===== src/rtl/serial_rx_sequencer.sv =====
// Control FSM for the serial receive datapath: hunts for a 4-bit start pattern,
// clears the counter/shift register, shifts 8 bits, then offers the byte via valid/ready.
module serial_rx_sequencer #(
  parameter logic [3:0] PATTERN     = 4'b1101,
  parameter int         FRAME_CNT_W = 8
) (
  input  logic                   clk,
  input  logic                   rst,
  input  logic                   en,
  input  logic                   abort,
  input  logic                   ser_in,
  input  logic                   co,
  input  logic                   out_ready,
  output logic                   iz0,
  output logic                   cen,
  output logic                   shen,
  output logic                   out_valid,
  output logic                   busy,
  output logic                   match,
  output logic [FRAME_CNT_W-1:0] frame_cnt,
  output logic [1:0]             state_dbg
);

  // Handshake: a byte is transferred on any cycle where out_valid and out_ready are
  // both high; out_valid never drops before that except on abort or rst.
  typedef enum logic [1:0] {
    ST_DETECT = 2'd0,
    ST_SHIFT  = 2'd1,
    ST_VALID  = 2'd2
  } state_e;

  state_e                 state_q, state_d;
  logic [2:0]             hist_q, hist_d;
  logic [1:0]             hcnt_q, hcnt_d;
  logic [FRAME_CNT_W-1:0] frame_cnt_q, frame_cnt_d;
  logic                   cen_q, cen_d;
  logic                   shen_q, shen_d;
  logic                   out_valid_q, out_valid_d;
  logic                   busy_q, busy_d;
  logic                   detect_hit;

  assign detect_hit = (state_q == ST_DETECT) && en && (hcnt_q == 2'd3) &&
                      ({hist_q, ser_in} == PATTERN);

  always_comb begin
    state_d     = state_q;
    hist_d      = hist_q;
    hcnt_d      = hcnt_q;
    frame_cnt_d = frame_cnt_q;
    if (abort) begin
      state_d = ST_DETECT;
      hist_d  = 3'd0;
      hcnt_d  = 2'd0;
    end else begin
      case (state_q)
        ST_DETECT: begin
          if (en) begin
            hist_d = {hist_q[1:0], ser_in};
            hcnt_d = (hcnt_q == 2'd3) ? 2'd3 : hcnt_q + 2'd1;
          end
          if (detect_hit) state_d = ST_SHIFT;
        end
        ST_SHIFT: begin
          // co marks the 8th shift edge; the datapath was cleared by iz0 on match.
          if (co) state_d = ST_VALID;
        end
        ST_VALID: begin
          if (out_ready) begin
            frame_cnt_d = frame_cnt_q + {{(FRAME_CNT_W-1){1'b0}}, 1'b1};
            hist_d      = 3'd0;
            hcnt_d      = 2'd0;
            state_d     = ST_DETECT;
          end
        end
        default: state_d = ST_DETECT;
      endcase
    end
    cen_d       = (state_d == ST_SHIFT);
    shen_d      = (state_d == ST_SHIFT);
    out_valid_d = (state_d == ST_VALID);
    busy_d      = (state_d != ST_DETECT);
  end

  always_ff @(posedge clk or posedge rst) begin
    if (rst) begin
      state_q     <= ST_DETECT;
      hist_q      <= 3'd0;
      hcnt_q      <= 2'd0;
      frame_cnt_q <= '0;
      cen_q       <= 1'b0;
      shen_q      <= 1'b0;
      out_valid_q <= 1'b0;
      busy_q      <= 1'b0;
    end else begin
      state_q     <= state_d;
      hist_q      <= hist_d;
      hcnt_q      <= hcnt_d;
      frame_cnt_q <= frame_cnt_d;
      cen_q       <= cen_d;
      shen_q      <= shen_d;
      out_valid_q <= out_valid_d;
      busy_q      <= busy_d;
    end
  end

  // abort must silence the datapath strobes and valid in the very cycle it is seen.
  assign match     = detect_hit && !abort;
  assign iz0       = abort || match;
  assign cen       = cen_q && !abort;
  assign shen      = shen_q && !abort;
  assign out_valid = out_valid_q && !abort;
  assign busy      = busy_q;
  assign frame_cnt = frame_cnt_q;
  assign state_dbg = state_q;

endmodule


===== config.mk =====
export PLATFORM = sky130hd
export DESIGN_NAME = serial_rx_sequencer
export DESIGN_NICKNAME = d
export VERILOG_FILES = /design/src/rtl/serial_rx_sequencer.sv
export SDC_FILE = /design/constraint.sdc
export NUM_CORES = 1
export LEC_CHECK = 0
export CORE_MARGIN = 2
export CORE_UTILIZATION = 46
export CTS_CLUSTER_SIZE = 25
export DETAILED_ROUTE_END_ITERATION = 8
export PLACE_DENSITY = 0.81
export SLEW_MARGIN = 20
export SYNTH_ARGS = -nofsm -noshare
export SYNTH_HDL_FRONTEND = slang
export SYNTH_SLANG_ARGS = --single-unit

===== constraint.sdc =====
create_clock -name clk -period 1.4 [get_ports clk]
set_input_delay 0.14 -clock clk [delete_from_list [all_inputs] [get_ports clk]]
set_output_delay 0.14 -clock clk [all_outputs]
set_load 0.02 [all_outputs]

==> out/metrics.cfg <==
[timing]
slew_viol_final=0
setup_violations=6
setup_slack_ps=-166
tightest_slew_ps=236
layout_worst_path_cycle_share_pct=112
finalClockSkew_ps=7.76
fmax_mhz=639
rsz0062_at_grt=yes
hold_violations=0
slew_headroom_pct=84.2
period_needed_ps=1570

[placement]
gp_congestion=0.781
numPortBuffers=22
post-dp-hpwl_mm=1.31

[clock_tree]
root_buffer=clkbuf_4
cts_hold_buf=0
cts.path.max_buffers=2
htreeDepth=1
cts_buffers=3
clk_pin_slew_worst_paths_ps=100
clk_latency_ps=280
cts_sinks=18
cts_tree=yes

[floorplan]
num_rows=15
die_w_um=47.0
start_util_pct=49.3
io_pins=23
dieArea_sq_um=2210
core_area_sq_um=1730
die_h_um=47.0

[setup_path]
critPathLaunchType=flip-flop
crit_fanout=3
crit_buf_inv=2
required_ps=1260
crit_path_cell_trace=nor4b_4 > nand4_1 > inv_2 > buf_6
crit_path_end_kind=output pin
cp_slowest_cell=dfrtp_2
slowest_delay_ps=470
crit_type=reg2out
cpLargestDelayFamily=simple AND/OR/NAND/NOR gates
cp.arrival_ps=1430

[yosys]
synth_edf_count=0
synth_cells=69
yosysSeqAreaShare_pct=52.9
async_flop_share_pct=100
yosysWarningCount=0
synth_top_area_share_pct=52.9
syn_nets=77
synth_top_area_cell=dfrtp_1
synth_area_sq_um=852
synthDistinctLibCells=29
synth_seq_cells=18
synthFlopType=dfrtp_1
synth.avg_cell_area_sq_um=12.3
synthTopCellsByArea=dfrtp_1 (53%), xnor2_1 (6.2%), a22o_1 (4.1%)

[route]
routed_wl_mm=1.84
avgRoutedWirePerCell_um=13.6
drtIter0Drc=0
dr.pass1.iters=1
antenna_left=0
via_per_inst=4.96
remaining_drc_errors=0
vias=670

[final_layout]
layout.nets=119
fillCellCount=134
drive_gt1_share_pct=39.1
diodes=0
syn_to_final_growth_pct=49.9
utilization_pct=74.0

[run]
cap_violations=0

[pwr]
vdd_drop_max_mv=0.575
power_uw=884
powerDensity_nw_per_um2=692
power.leakage_uw=0.000657

[global_routing]
antenna_found_initial=0
grt_overflow=0
grt_pass1_wl_mm=2.93
track_usage_pct=18.9
grt_max_degree=19
grt_pass1_vias=743

[outcome]
status=complete, but fails checks
violations=setup timing

[hold_path]
hp-class=in2async

state kept, by name (all words and copies together) (netlist names):
register,cells
out_valid_q,1
hist_q,3
frame_cnt,8
hcnt_q,2
shen_q,1
state_dbg,2
busy,1
through the flow:
step,hold slack [ps],cell area [sq um],std cells,setup TNS [ps],setup slack [ps]
floorplan,78.5,853,69,0,4.77
global placement,462,1180,127,-3480,-401
detailed placement,462,1180,127,-4280,-519
CTS,158,1290,136,-1550,-188
global route,200,1280,135,-853,-253
finish,167,1280,135,-357,-166
repair_timing:
item	in CTS	in global routing
gates cloned	0	0
resized for setup	46	10
pin swaps	5	7
setup buffers	5	2
setup endpoints to repair	21	20
worst paths after layout:
path	depth (start not counted)	slack (ps)	to	start
worst max-delay path	4	-170	match	state_dbg[0]
worst min-delay path	3	170	shen_q	rst
worst max register to register	5	-40	frame_cnt[3]	state_dbg[0]
worst min register to register	1	470	frame_cnt[7]	frame_cnt[7]
max in group asynchronous	3	1030	state_dbg[1]	rst
min in group clk	1	470	frame_cnt[7]	frame_cnt[7]
layer usage:
metal	GRT usage [%]	up-vias	wire length, um
met3	3.46	2	68
met5	0	-	0
li1	-	333	-
met1	20.6	318	744
met2	35.3	17	1020
met4	8.33	0	9
cell usage after synthesis, types with 2 or more instances:
cell,instances
dfrtp_1,18
xnor2_1,6
nand4_1,5
a22o_1,4
nor2_1,4
inv_1,3
nor2b_1,3
buf_6,2
mux2_4,2
nor3b_1,2
o41ai_1,2
placed cells by master (no fill, tap or decap), types with 2 or more instances in the layout:
cell	n
dfrtp_1	16
buf_4	16
dlygate4sd2_1	8
clkdlybuf4s50_1	7
xnor2_1	6
nand4_1	5
buf_6	5
nor2_1	4
a22o_1	4
nor2b_1	3
clkbuf_4	3
buf_2	3
inv_1	2
mux2_4	2
o41ai_2	2
dfrtp_2	2
final cells by class:
type	instances	area, sq um	share of cell area, %
clock buffers	4	26.3	2.06
inverters	3	11.3	0.881
multi-input cells	44	408	31.9
flip-flops and latches	18	453	35.5
well taps	25	31.3	2.45
repair buffers	41	348	27.2
worst reg2reg max path, cell delays in order, from the launching register on:
cell	delay (ps)
dfrtp_2	470
buf_6	140
and4bb_4	340
buf_6	110
nand4_1	120
xnor2_1	150
where the power goes:
group          total [uW]  switching (uW)  internal, uW
Sequential            533            5.34           527
Clock                 252             142           110
Combinational        99.5            44.2          55.3
Total                 884             191           693
cell families after synthesis:
kind of cell | share of synthesized area (%)
xor+xnor | 7.20
buf+inv | 5.29
flops | 52.9
compound gates | 10.4
fa+ha+maj | 1.47
simple gates | 19.2
mux | 3.52
Note: power is estimated with default switching activity, not from simulation.
